==> src/rtl/lpm_norm_pkg.sv <==
// lpm_norm_pkg: shared types and sizing helper for the normalizer
package lpm_norm_pkg;

    typedef enum logic {LOGICAL, ARITHMETIC} norm_type_t;

    typedef enum logic [1:0] {IDLE, RUN, DONE} norm_state_t;

    function automatic int norm_stages(input int width);
        return $clog2(width);
    endfunction

endpackage

==> src/rtl/lpm_norm_stage.sv <==
// lpm_norm_stage: one binary-search step, tests the top s (or s+1) bits and shifts when redundant
module lpm_norm_stage
    import lpm_norm_pkg::*;
#(
    parameter int W  = 32,
    parameter int DW = 6
) (
    input  logic [W-1:0]  cur,
    input  logic [DW-1:0] s,
    input  norm_type_t    shifttype,
    output logic [W-1:0]  nxt,
    output logic          take
);

    localparam logic [W-1:0]  ONES = '1;
    localparam logic [DW-1:0] ONE  = 1;

    logic [W-1:0] lmask;
    logic [W-1:0] amask;

    // Arithmetic mode keeps one sign bit, so it inspects s+1 bits
    always_comb begin
        lmask = ~(ONES >> s);
        amask = ~(ONES >> (s + ONE));
        take  = (shifttype == ARITHMETIC) ? (((cur & amask) == '0) || ((cur & amask) == amask))
                                          : ((cur & lmask) == '0);
        nxt   = take ? cur << s : cur;
    end

endmodule

==> src/rtl/lpm_normalize.sv <==
// lpm_normalize: multi-cycle normalizer returning the shifted word and its left-shift distance
module lpm_normalize
    import lpm_norm_pkg::*;
#(
    parameter int    lpm_width     = 32,
    parameter string lpm_shifttype = "LOGICAL",
    parameter int    lpm_widthdist = $clog2(lpm_width) + 1
) (
    input  logic                     clock,
    input  logic                     reset_n,
    input  logic                     in_valid,
    output logic                     in_ready,
    input  logic [lpm_width-1:0]     data,
    input  logic                     flush,
    output logic                     out_valid,
    input  logic                     out_ready,
    output logic [lpm_width-1:0]     result,
    output logic [lpm_widthdist-1:0] distance,
    output logic                     zero
);

    localparam int L  = norm_stages(lpm_width);
    localparam int SW = L;
    localparam norm_type_t ST = (lpm_shifttype == "ARITHMETIC") ? ARITHMETIC : LOGICAL;
    localparam logic [lpm_widthdist-1:0] WD = lpm_widthdist'(lpm_width);

    norm_state_t              state;
    logic [SW-1:0]            stage;
    logic [lpm_width-1:0]     cur;
    logic [lpm_width-1:0]     nxt;
    logic [lpm_widthdist-1:0] acc;
    logic [lpm_widthdist-1:0] s;
    logic [lpm_widthdist-1:0] sum;
    logic                     take;
    logic                     zero_r;

    assign in_ready  = (state == IDLE);
    assign out_valid = (state == DONE);
    assign s         = WD >> (stage + SW'(1));
    assign sum       = take ? acc + s : acc;

    lpm_norm_stage #(
        .W  (lpm_width),
        .DW (lpm_widthdist)
    ) u_stage (
        .cur       (cur),
        .s         (s),
        .shifttype (ST),
        .nxt       (nxt),
        .take      (take)
    );

    always_ff @(posedge clock or negedge reset_n) begin
        if (!reset_n) begin
            state    <= IDLE;
            stage    <= '0;
            cur      <= '0;
            acc      <= '0;
            zero_r   <= 1'b0;
            result   <= '0;
            distance <= '0;
            zero     <= 1'b0;
        end else if (flush) begin
            state <= IDLE;
        end else begin
            case (state)
                IDLE: if (in_valid) begin
                    cur    <= data;
                    acc    <= '0;
                    zero_r <= (data == '0);
                    stage  <= '0;
                    state  <= RUN;
                end
                RUN: begin
                    cur   <= nxt;
                    acc   <= sum;
                    stage <= stage + SW'(1);
                    // Outputs are captured only on the last stage, so they stay put otherwise
                    if (stage == SW'(L - 1)) begin
                        result   <= nxt;
                        distance <= (ST == LOGICAL && zero_r) ? WD : sum;
                        zero     <= zero_r;
                        state    <= DONE;
                    end
                end
                DONE: if (out_ready) state <= IDLE;
                default: state <= IDLE;
            endcase
        end
    end

endmodule

==> config.mk <==
export PLATFORM = sky130hd
export DESIGN_NAME = lpm_normalize
export DESIGN_NICKNAME = d
export VERILOG_FILES = /design/src/rtl/lpm_norm_pkg.sv /design/src/rtl/lpm_norm_stage.sv /design/src/rtl/lpm_normalize.sv
export SDC_FILE = /design/constraint.sdc
export NUM_CORES = 1
export LEC_CHECK = 0
export ABC_AREA = 1
export CORE_MARGIN = 1.5
export CORE_UTILIZATION = 55
export DETAILED_ROUTE_END_ITERATION = 8
export HOLD_SLACK_MARGIN = 0.06
export PLACE_DENSITY_LB_ADDON = 0.12
export SLEW_MARGIN = 20
export SYNTH_ARGS = -nofsm -noshare
export SYNTH_HDL_FRONTEND = slang
export SYNTH_HIERARCHICAL = 1
export SYNTH_SLANG_ARGS = --single-unit
==> constraint.sdc <==
create_clock -name clock -period 5.9 [get_ports clock]
set_input_delay 0.885 -clock clock [delete_from_list [all_inputs] [get_ports clock]]
set_output_delay 0.885 -clock clock [all_outputs]
set_load 0.005 [all_outputs]
### Yosys cells after proc, flatten, opt, wreduce, memory -nomap -nowiden

Cells that the tools add are included.

| operators by class | value |
|---|---|
| add/sub/neg operators | 2 |
| reduce and logical (&&, ||, !) cells | 8 |
| equal/unequal tests | 7 |
| shift operators | 3 |
| muxes and demuxes | 14 |
| bitwise operators | 3 |

Operators with widths:

| operator | number |
|---|---|
| $logic_not A32 Y1 | 2 |
| $mux W32 | 2 |
| $pmux W32 S2 | 1 |
| $and A32 B32 Y32 | 1 |
| $not A32 Y32 | 1 |
| $shl A32 B6 Y32 | 1 |
| $shr A32 B6 Y32 const A | 1 |
| $mux W6 | 3 |
| $pmux W6 S2 | 1 |
| $reduce_and A3 Y1 | 4 |
| $pmux W5 S2 | 1 |
| $mux W2 | 4 |
| $add A6 B6 Y6 | 1 |
| $ne A3 B2 Y1 const B | 2 |
| $pmux W2 S3 | 1 |
| $shr A6 B5 Y6 const A | 1 |
| $add A5 B1 Y5 const B | 1 |
| $eq A5 B3 Y1 const B | 1 |
| $mux W5 | 1 |
| $ne A3 B3 Y1 const B | 1 |
| $eq A2 B1 Y1 const B | 1 |
| $eq A2 B2 Y1 const B | 1 |
| $logic_not A2 Y1 | 1 |
| $ne A2 B2 Y1 const B | 1 |
| other kinds (2) | 2 |

| word-level totals | value |
|---|---|
| word-level logic and storage cells | 45 |
| bits in registers | 85 |
| input bits | 37 |
| output and inout bits | 41 |

### Logic depth before layout (Yosys ltp)

Gate-level depths: netlist of run 1.

| depth | value |
|---|---|
| depth after elaboration | 8 |
| gate-level depth with buffers | 32 |
| depth with buffers taken out | 29 |

### Hierarchy

The synthesis of run 1 kept the hierarchy.

By module, submodules not included:

| module | seq. area each (um^2) | area an instance (um^2) | cells each | times used |
|---|---|---|---|---|
| lpm_normalize | 2127.0 | 3917.5 | 471 | 1 |
| lpm_norm_stage | 0.0 | 3504.6 | 759 | 1 |

### Worst setup path after synthesis of run 1

No wires, ideal clock.

| timing path | value |
|---|---|
| path type | reg-to-reg |
| start | reg stage[0] |
| end | reg acc[1] |
| required time | 5.766 ns |
| library setup time | 0.134 ns |
| cell stages (with the launch flop) | 22 |
| data arrival time | 4.069 ns |
| clock period less this slack | 4.203 ns |
| buffers on the path | 3 |
| slack | 1.697 ns |
| path through | dfrtp_1 ha_1 xor2_1 nand2_1 nor3_1 buf_2 inv_1 buf_1 ha_1 o21ai_0 a21oi_1 o21ai_0 nor2_1 nand4_1 nor2_1 nand3_1 clkbuf_1 nand2_1 inv_1 nand2_1 o21ai_0 o22ai_1 |

| between the ends | value |
|---|---|
| word-level cells in the longest chain between the ends | 8 |
| elaborated cells between the ends (all ways) | 9 |
| those cells by class | add/sub (2); shift (2); mux (2); bitwise (2); reduce/logical (1) |

RTL lines:

| element | RTL line | text |
|---|---|---|
| start: declaration | lpm_normalize.sv:28 | `logic [SW-1:0] stage;` |
| start signal: assignment | lpm_normalize.sv:77 | `stage <= stage + SW'(1);` |
| $add A5 B1 Y5 | lpm_normalize.sv:39 | `assign s = WD >> (stage + SW'(1));` |
| $shr A6 B5 Y6 | lpm_normalize.sv:39 |  |
| named net s[1] | lpm_normalize.sv:32 | `logic [lpm_widthdist-1:0] s;` |
| $shr A32 B6 Y32 | lpm_norm_stage.sv:23 | `lmask = ~(ONES >> s);` |
| $not A32 Y32 | lpm_norm_stage.sv:23 |  |
| $and A32 B32 Y32 | lpm_norm_stage.sv:26 | `: ((cur & lmask) == '0);` |
| $logic_not A32 Y1 | lpm_norm_stage.sv:26 |  |
| named net take | lpm_normalize.sv:34 | `logic take;` |
| $mux W6 | lpm_normalize.sv:40 | `assign sum = take ? acc + s : acc;` |
| $pmux W6 S2 | lpm_normalize.sv:66 | `case (state)` |
| end signal: assignment | lpm_normalize.sv:76 | `acc <= sum;` |
| end: declaration | lpm_normalize.sv:31 | `logic [lpm_widthdist-1:0] acc;` |

The timed path passes the listed nets, and every way through them passes these cells.
A chain may end at the register's enable or synchronous reset.

### Worst setup path in the final report of run 1

| timing path | value |
|---|---|
| start | reg stage[0] |
| end | reg cur[11] |

| between the ends | value |
|---|---|
| word-level cells in the longest chain between the ends | 8 |
| elaborated cells between the ends (all ways) | 9 |
| those cells by class | add/sub (1); shift (3); mux (2); bitwise (2); reduce/logical (1) |

RTL lines:

| element | RTL line | text |
|---|---|---|
| $add A5 B1 Y5 (*) | lpm_normalize.sv:39 |  |
| $shr A6 B5 Y6 (*) | lpm_normalize.sv:39 |  |
| named net s[4] | lpm_normalize.sv:32 |  |
| $shr A32 B6 Y32 | lpm_norm_stage.sv:23 |  |
| $not A32 Y32 | lpm_norm_stage.sv:23 |  |
| $and A32 B32 Y32 | lpm_norm_stage.sv:26 |  |
| $logic_not A32 Y1 | lpm_norm_stage.sv:26 |  |
| $mux W32 (*) | lpm_norm_stage.sv:27 | `nxt = take ? cur << s : cur;` |
| named net nxt[11] | lpm_normalize.sv:30 | `logic [lpm_width-1:0] nxt;` |
| $pmux W32 S2 (*) | lpm_normalize.sv:66 |  |
| end signal: assignment | lpm_normalize.sv:68 | `cur <= data;` |
| end signal: assignment | lpm_normalize.sv:75 | `cur <= nxt;` |
| end: declaration | lpm_normalize.sv:29 | `logic [lpm_width-1:0] cur;` |

Mark *: on every way through the listed nets, which the timed path passes. The rest lies on a longest branch.

==> results_dict.tcl, run 1 <==
set metrics [dict create \
    outcome "finished clean" \
    cts_resized 0 \
    cts.sinks 85 \
    globalRouteMet1Util_pct 52.85 \
    gr-total-overflow 0 \
    cap_violations 0 \
    r2r_start "stage[0]" \
    clk_latency_ns 0.35 \
    syn_area_sq_um 7422 \
    final.setup.tns_ns 0 \
    dr.pass1.iters 9 \
    port-buffer-count 77 \
    r2r_slack_ns 1.42 \
    pre_cts_slack_ns 1.647 \
    ys_ff_latch 85 \
    diodes 0 \
    critPathArrivalTime_ns 4.76 \
    grt_max_degree 64 \
    worst_hold_slack_ns 0.4569 \
    wl_per_cell_um 18.42 \
    clockBufferDepth 2 \
    crit_start "stage[0]" \
    max_stage_delay_ns 0.50 \
    post-route-period-util_pct 76.00 \
    fin_skew_ns 0.008786 \
    grt_pass1_vias 7849 \
    rows 42 \
    ff2ff_path_depth 21 \
    p_leak_nw 4.328 \
    end_kind "flop" \
    via_count 8673 \
    yosysWarnings 6 \
    synth_flop_cell "dfrtp_1" \
    layout_common_cells "nand2_1 (486), nand3_1 (106), nor2_1 (103), o21ai_0 (90), dfrtp_1 (85)" \
    critPathKind "flop to flop" \
    cts_buffers 9 \
    use_met2_pct 59.25 \
    r2r_end "cur[11]" \
    placed_area_sq_um 8180 \
    synth_seq_area_share_pct 28.66 \
    critPathSlowestCell "nor2_2" \
    critPathRequiredTime_ns 6.17 \
    synth_top_area_share_pct 28.66 \
    power_density_nw_per_um2 514.2 \
    grt_pass1_wl_um 42190 \
    slew_headroom_pct 43.04 \
    peakVddDrop_mv 0.2725 \
    avgViaCountPerCell 5.994 \
    grt_use_total_pct 37.84 \
    drive_above_1_share_pct 4.957 \
    crit_top_cell "nand2_1" \
    postRouteAntennaNets 0 \
    setup_slack_ns 1.416 \
    setup-violations-final 0 \
    use_met3_pct 6.897 \
    postCtsSetupBuffers 0 \
    cts.clk_slew.worst_paths_ns 0.07 \
    antenna_found_initial 0 \
    synth_cell_type_count 41 \
    final_common_cell "nand2_1" \
    postSynthAreaPerCell_sq_um 6.034 \
    synth_edf_count 0 \
    rsz0062_at_grt "false" \
    syn_to_final_growth_pct 14.63 \
    dieArea_sq_um 14200 \
    routabilityCongestion 1.082 \
    slew_violations 0 \
    crit_chain "inv_1 > ha_1 > inv_1 > nand4_1 > nor3_1 > buf_4 > nor2_1 > buf_4 > inv_1 > nor2_2 > a21oi_1 > nor3_1 > nand4_1 > nor2_1 > nand2_1 > nand2_1 > buf_4 > nand3_1 > nand2_1 > nand2_1 > a21oi_1" \
    top_usage_layer "met2" \
    synth_area_leader_cell "dfrtp_1" \
    cts_root_buffer "clkbuf_16" \
    critical_path.endpoint "cur[11]" \
    ys_async_sr_fraction_pct 100.0 \
    nets 1319 \
    fp.coreArea_sq_um 13190 \
    min_period_ns 4.484 \
    hold_class "input pin to asynchronous set/reset pin" \
    cts_hold_buffers 0 \
    tritoncts "built" \
    ios 78 \
    die_h_um 119.2 \
    fmax_mhz 223.0 \
    synth_cells 1230 \
    die_w_um 119.2 \
    path_max_fanout 24 \
    worst_slew_pin_slew_ns 0.8524 \
    place.detailed.hpwl_um 19630 \
    drtIter0Drc 1202 \
    worstSetupStartpointType "flop" \
    drc 0 \
    finalHoldViolations 0 \
    cts_max_level 3 \
    stdcell_area_sq_um 8508 \
    initial_core_util_pct 56.27 \
    routed_wl_um 26660 \
    synth.area.top_cells "dfrtp_1 (29%), nand2_1 (25%), nand3_1 (7.1%), o21ai_0 (6.1%), nor2_1 (5.3%)" \
]
==> per-layer routing <==
layer  up-vias  part of all wire, %
met1      4004                   43
met2       519                   45
li1       4086                    -
met3        64                  9.6
met4         0                  2.7
met5         -                    0
==> cell families (layout without fill, tap and decap cells) <==
| family | Yosys count | in the layout | share of synthesized area, % |
|---|---|---|---|
| multiplexers | 10 | 10 | 1.349 |
| XOR/XNOR | 3 | 3 | 0.3541 |
| AND/OR/NAND/NOR | 745 | 745 | 41.62 |
| other | 1 | 3 | 0.05052 |
| flip-flops | 85 | 85 | 28.66 |
| adder cells (fa/ha/maj) | 16 | 16 | 2.798 |
| AO/OA/AOI/OAI | 216 | 216 | 15.93 |
| buffers and inverters | 154 | 193 | 9.238 |
==> flip-flops by register name (all words and copies together) (netlist names) <==
signal    count
distance      6
stage         5
cur          32
zero          1
state         2
zero_r        1
acc           6
result       32
==> layout make-up <==
cell class,count,area (sq um)
Clock buffer,9,225.2
Clock inverter,7,102.6
Fill cell,1274,4682
Inverter,86,322.8
Multi-Input combinational cell,993,4637
Sequential cell,85,2127
Tap cell,176,220.2
Timing Repair Buffer,91,873.3
==> how the worst min path moves through the flow <==
stage                 endpoint  slack (ns)  depth (start not counted)
floorplan           result[10]        0.46                          2
global placement    result[30]        0.45                          2
detailed placement  result[24]        0.46                          2
CTS                    cur[24]        0.46                          1
global route        result[24]        0.47                          1
finish                 cur[24]        0.46                          1
==> stage by stage <==
step                power (mW)  cells  util (%)
floorplan                2.721   1232         -
global placement         3.629   1431     62.02
global route             4.684   1447     64.50
finish                   4.375   1447     64.50
CTS                      4.280   1447     64.50
detailed placement       3.622   1431     62.02
==> report_power, final <==
part           internal, mW  total, mW  switching, mW
logic                 0.959       2.72           1.76
clock network         0.377      0.638          0.261
registers             0.771       1.01          0.244
==> cells in the mapped netlist (2+ instances only) <==
cell / n
mux2i_1: 10
a211oi_1: 2
nor4_1: 8
o41ai_1: 2
clkbuf_1: 28
buf_4: 4
o22ai_1: 9
inv_2: 6
inv_1: 80
nor3_1: 6
buf_1: 7
a21oi_1: 78
o31ai_1: 2
buf_6: 9
nand4_1: 13
nor2_1: 105
o21ai_1: 7
a31oi_1: 5
nor2_4: 4
or2_2: 3
dfrtp_1: 85
nor2_2: 4
xnor2_1: 2
nand2_1: 486
a22o_1: 3
ha_1: 15
o221ai_1: 6
o211ai_1: 10
nand3_2: 2
buf_2: 20
nand2_2: 5
o21ai_0: 90
nand3_1: 106
==> worst max-delay path, delay by kind of cell (launching register included) <==
family                   cells  cell delay, ns
flip-flops                   1            0.45
AND/OR/NAND/NOR             12            2.00
adder cells (fa/ha/maj)      1            0.38
AO/OA/AOI/OAI                2            0.28
buffers and inverters        6            1.28
Power figures use the tool's default switching activity.
==> run 2: changes to the inputs <==
--- a/config.mk
+++ b/config.mk
@@ -7,7 +7,7 @@
 export LEC_CHECK = 0
 export ABC_AREA = 1
 export CORE_MARGIN = 1.5
-export CORE_UTILIZATION = 55
+export CORE_UTILIZATION = 53
 export DETAILED_ROUTE_END_ITERATION = 8
 export HOLD_SLACK_MARGIN = 0.06
 export PLACE_DENSITY_LB_ADDON = 0.12
==> constraint.sdc (replaced) <==
create_clock -name clock -period 4.06 [get_ports clock]
set_input_delay 0.609 -clock clock [delete_from_list [all_inputs] [get_ports clock]]
set_output_delay 0.609 -clock clock [all_outputs]
set_load 0.005 [all_outputs]
==> results_dict.tcl, run 2 (synthesized netlist as in run 1, its figures left out) <==
set metrics [dict create \
    gr-total-overflow 0 \
    post-route-util_pct 62.31 \
    nets 1328 \
    slew_headroom_pct 38.22 \
    outcome "finished clean" \
    rsz0062_at_grt "false" \
    critPathArrivalTime_ns 3.99 \
    place.detailed.hpwl_um 19860 \
    finalHoldViolations 0 \
    grt_pass1_vias 7759 \
    setup_slack_ns 0.3459 \
    grt_pass1_wl_um 41640 \
    regArea_sq_um 2127 \
    rows 43 \
    fp.coreArea_sq_um 13770 \
    post-route-period-util_pct 91.48 \
    intPower_mw 3.068 \
    cts_buffers 9 \
    pre_cts_slack_ns 0.3917 \
    p_sw_mw 3.265 \
    drc 0 \
    cap_violations 0 \
    p_leak_nw 4.364 \
    dieArea_sq_um 14720 \
    dr.pass1.iters 6 \
    fmax_mhz 269.2 \
    end_kind "flop" \
    initial_core_util_pct 53.89 \
    critPathRequiredTime_ns 4.34 \
    cts_max_level 3 \
    die_w_um 121.3 \
    final.setup.tns_ns 0 \
    p_seq_share_pct 23.5 \
    reg.largest.list "cur x32, result x32" \
    tritoncts "built" \
    power_frac_comb_pct 62.9 \
    final_common_cell "nand2_1" \
    grt_max_degree 72 \
    syn_to_final_growth_pct 15.63 \
    via_count 8453 \
    hold_class "input pin to asynchronous set/reset pin" \
    drive_above_1_share_pct 5.781 \
    multi_input_area_sq_um 4648 \
    ff2ff_path_depth 20 \
    layout_common_cells "nand2_1 (485), nand3_1 (106), nor2_1 (103), o21ai_0 (87), dfrtp_1 (85)" \
    path_max_fanout 32 \
    antenna_found_initial 0 \
    setup-violations-final 0 \
    worst_hold_slack_ns 0.3663 \
    die_h_um 121.3 \
    worstSetupStartpointType "flop" \
    ios 78 \
    cts.clk_slew.worst_paths_ns 0.07 \
    port-buffer-count 77 \
    p_sw_share_pct 51.55 \
    clk_latency_ns 0.35 \
    wl_per_cell_um 17.80 \
    fin_skew_ns 0.01043 \
    critPathKind "flop to flop" \
    drtIter0Drc 947 \
    power_density_nw_per_um2 737.9 \
    n_fill_cell 1389 \
    routabilityCongestion 1.075 \
    slew_violations 0 \
    peakVddDrop_mv 0.4479 \
    clock_power_share_pct 13.6 \
    cts.sinks 85 \
    postRouteAntennaNets 0 \
    routed_wl_um 26000 \
    grt_use_total_pct 36.67 \
    avgViaCountPerCell 5.786 \
    clockBufferDepth 2 \
    min_period_ns 3.714 \
    worst_slew_pin_slew_ns 0.9266 \
    cts_root_buffer "clkbuf_16" \
]
## run 2: power groups by stage
stage | clock (mW) | combinational (mW) | sequential (mW)
global route | 0.914 | 4.45 | 1.51
detailed placement | 0 | 3.86 | 1.48
floorplan | 0 | 2.61 | 1.35
CTS | 0.875 | 3.88 | 1.48
global placement | 0 | 3.87 | 1.49
finish | 0.862 | 3.98 | 1.49
## run 2: path summary, 6_finish.rpt
path	end	slack [ns]	from
max	cur[3]	0.35	stage[0]
min	cur[22]	0.37	reset_n
max reg2reg	cur[3]	0.35	stage[0]
min reg2reg	result[0]	0.47	result[0]
max in group asynchronous	result[9]	2.91	reset_n
min in group clock	result[0]	0.47	result[0]
## run 2: final cells by class
cell class	count	share of cell area, %
well taps	180	2.624
repair buffers	100	11.05
clock inverters	6	0.8019
diodes	1	0.02916
multi-input cells	993	54.16
flip-flops and latches	85	24.78
clock buffers	10	2.785
inverters	86	3.761
## run 2: what timing repair did
action                     4_1_cts  5_1_grt
gates resized for setup          0        7
setup endpoints to repair        0       47
setup buffers                    0        0
hold buffers                     0        0
## run 2: critical path: stages (launching register included)
cell     delay, ns
dfrtp_1       0.44
ha_1          0.26
xor2_1        0.20
nor2_1        0.20
nand2_1       0.13
nor3_2        0.38
buf_4         0.27
ha_1          0.24
nand2_1       0.11
o22ai_1       0.17
nand2_1       0.06
nand2_1       0.06
o41ai_1       0.07
nand2_1       0.09
nor2_1        0.05
nand3_1       0.10
buf_4         0.34
nand3_1       0.12
nand2_1       0.12
nand2_1       0.07
a21oi_1       0.16
## run 2: routing by layer
| metal | up-vias | routed length (um) | GRT usage (%) |
|---|---|---|---|
| li1 | 4105 | - | - |
| met1 | 3873 | 11390 | 50.45 |
| met2 | 411 | 11590 | 57.20 |
| met3 | 64 | 2242 | 7.895 |
| met4 | 0 | 776 | 12.13 |
| met5 | - | 0 | 0 |
## run 2: metrics by stage
stage,power (mW),instance area [sq um],std cells
after global routing,6.875,8579,1460
after CTS,6.234,8567,1460
after detailed placement,5.346,8259,1444
final,6.333,8582,1461
after floorplan,3.956,7435,1232
after global placement,5.359,8259,1444
==> run 3: changes to the inputs <==
--- a/config.mk
+++ b/config.mk
@@ -7,8 +7,10 @@
 export LEC_CHECK = 0
 export ABC_AREA = 1
 export CORE_MARGIN = 1.5
-export CORE_UTILIZATION = 53
+export CORE_UTILIZATION = 54
+export CTS_BUF_LIST = sky130_fd_sc_hd__clkbuf_4
 export DETAILED_ROUTE_END_ITERATION = 8
+export GPL_TIMING_DRIVEN = 0
 export HOLD_SLACK_MARGIN = 0.06
 export PLACE_DENSITY_LB_ADDON = 0.12
 export SLEW_MARGIN = 20
==> results_dict.tcl, run 3 (synthesized netlist as in run 1, its figures left out) <==
set metrics [dict create \
    routabilityCongestion 1.053 \
    layout_common_cells "nand2_1 (480), nand3_1 (104), nor2_1 (101), o21ai_0 (85), dfrtp_1 (83)" \
    avgViaCountPerCell 5.897 \
    placed_area_sq_um 8451 \
    ff2ff_path_depth 21 \
    worst_slew_pin_slew_ns 0.6720 \
    power_frac_comb_pct 68.7 \
    port-buffer-count 77 \
    dieArea_sq_um 14460 \
    outcome "finished clean" \
    final_common_cell "nand2_1" \
    fp.coreArea_sq_um 13350 \
    grt_pass1_vias 8155 \
    pre_cts_slack_ns -1.120 \
    cts_buffers 9 \
    grt_pass1_wl_um 43350 \
    routed_wl_um 27820 \
    rows 42 \
    final.setup.tns_ns 0 \
    dr.pass1.iters 6 \
    hold_class "input pin to asynchronous set/reset pin" \
    drive_above_1_share_pct 9.145 \
    initial_core_util_pct 55.61 \
    p_seq_share_pct 23.6 \
    p_leak_nw 4.457 \
    worstSetupStartpointType "flop" \
    ios 78 \
    die_h_um 120.2 \
    r2r_end "cur[11]" \
    fin_skew_ns 0.03812 \
    drc 0 \
    wl_per_cell_um 18.40 \
    power_density_nw_per_um2 708.7 \
    cts.sinks 85 \
    path_max_fanout 10 \
    place.detailed.hpwl_um 21630 \
    clk_latency_ns 0.50 \
    setup-violations-final 0 \
    slew_headroom_pct 54.72 \
    clock_power_share_pct 7.7 \
    fmax_mhz 253.1 \
    via_count 8916 \
    nets 1382 \
    critPathRequiredTime_ns 4.46 \
    r2r_slack_ns 0.11 \
    die_w_um 120.2 \
    stdcell_area_sq_um 8823 \
    cap_violations 0 \
    cts.clk_slew.worst_paths_ns 0.18 \
    critPathKind "flop to flop" \
    tritoncts "built" \
    p_sw_share_pct 55.03 \
    cts_root_buffer "clkbuf_4" \
    clockBufferDepth 2 \
    p_sw_mw 3.441 \
    min_period_ns 3.951 \
    syn_to_final_growth_pct 18.88 \
    antenna_found_initial 3 \
    slew_violations 0 \
    gr-total-overflow 0 \
    finalHoldViolations 0 \
    reg.largest.list "cur x32, result x32" \
    drtIter0Drc 1031 \
    grt_max_degree 46 \
    peakVddDrop_mv 0.3582 \
    setup_slack_ns 0.1090 \
    total_power_mw 6.253 \
    grt_use_total_pct 38.83 \
    r2r_start "stage[0]" \
    intPower_mw 2.812 \
    critPathArrivalTime_ns 4.35 \
    post-route-period-util_pct 97.31 \
    postRouteAntennaNets 0 \
    end_kind "flop" \
    cts_max_level 3 \
]
[run 3: cell count changes in the layout (fill, tap and decap cells not counted), sizes merged]
cell      previous run  this run
buf                 24        54
bufinv               1         0
clkbuf              10        33
clkinvlp             1         2
diode                1         2
inv                 88        89
[run 3: power groups by stage]
stage | Clock (mW) | Sequential [mW] | Combinational [mW]
floorplan | 0 | 1.35 | 2.61
global placement | 0 | 1.47 | 3.94
detailed placement | 0 | 1.47 | 3.94
CTS | 0.482 | 1.45 | 4.03
global route | 0.522 | 1.49 | 4.69
finish | 0.481 | 1.47 | 4.30
[run 3: critical path, cell delays in order (launching register included)]
cell and delay [ns]:
dfrtp_2 0.48, ha_2 0.22, xor2_2 0.22, nor2_1 0.10, nand2_1 0.15, nor3_4 0.07, buf_6 0.15, inv_1 0.18
buf_6 0.19, ha_1 0.25, or2_2 0.19, a21oi_1 0.09, nor3_2 0.29, nand4_1 0.14, nor2_2 0.21, nand2_1 0.09
nand2_2 0.14, buf_4 0.19, nand3_1 0.14, nand2_1 0.14, nand2_1 0.07, a21oi_1 0.16
[run 3: what timing repair did]
item | 4_1_cts | 5_1_grt
hold buffers | 0 | 0
cloned | 0 | 0
resized for setup | 29 | 36
endpoints found under the setup margin | 76 | 75
buffers inserted | 3 | 7
pin swaps | 4 | 5
[run 3: stage by stage]
step	util, %	hold slack (ns)	instances
after floorplan	-	0.3134	1232
final	66.10	0.09078	1512
after global placement	63.12	0.4531	1485
after detailed placement	63.31	0.4594	1486
after global routing	66.10	0.1190	1512
after CTS	65.02	0.1081	1504
[run 3: worst max path at each step]
stage                     startpoint  cells past startpoint      end
after floorplan             stage[0]                     21   acc[1]
after global placement      stage[0]                     23   acc[1]
after detailed placement    stage[0]                     23   acc[0]
after CTS                   stage[0]                     23   acc[2]
after global routing        stage[0]                     20  cur[12]
final                       stage[0]                     21  cur[11]
[run 3: layer usage]
| layer | track usage [%] | part of all wire, % | vias up |
|---|---|---|---|
| met2 | 58.39 | 43 | 527 |
| li1 | - | - | 4218 |
| met3 | 9.292 | 12 | 95 |
| met1 | 53.92 | 42 | 4076 |
| met5 | 0 | 0 | - |
| met4 | 15.74 | 3.9 | 0 |
[run 3: cell type report]
class                   instances  area (sq um)
plain buffers                  66         404.1
multi-input cells             993          4740
inverters                      86         331.6
diodes                          2         5.005
well taps                     176         220.2
repair buffers                 88         870.8
clock buffers                   9         67.56
clock inverters                 7         55.05
fillers                      1275          4524
flip-flops and latches         85          2130
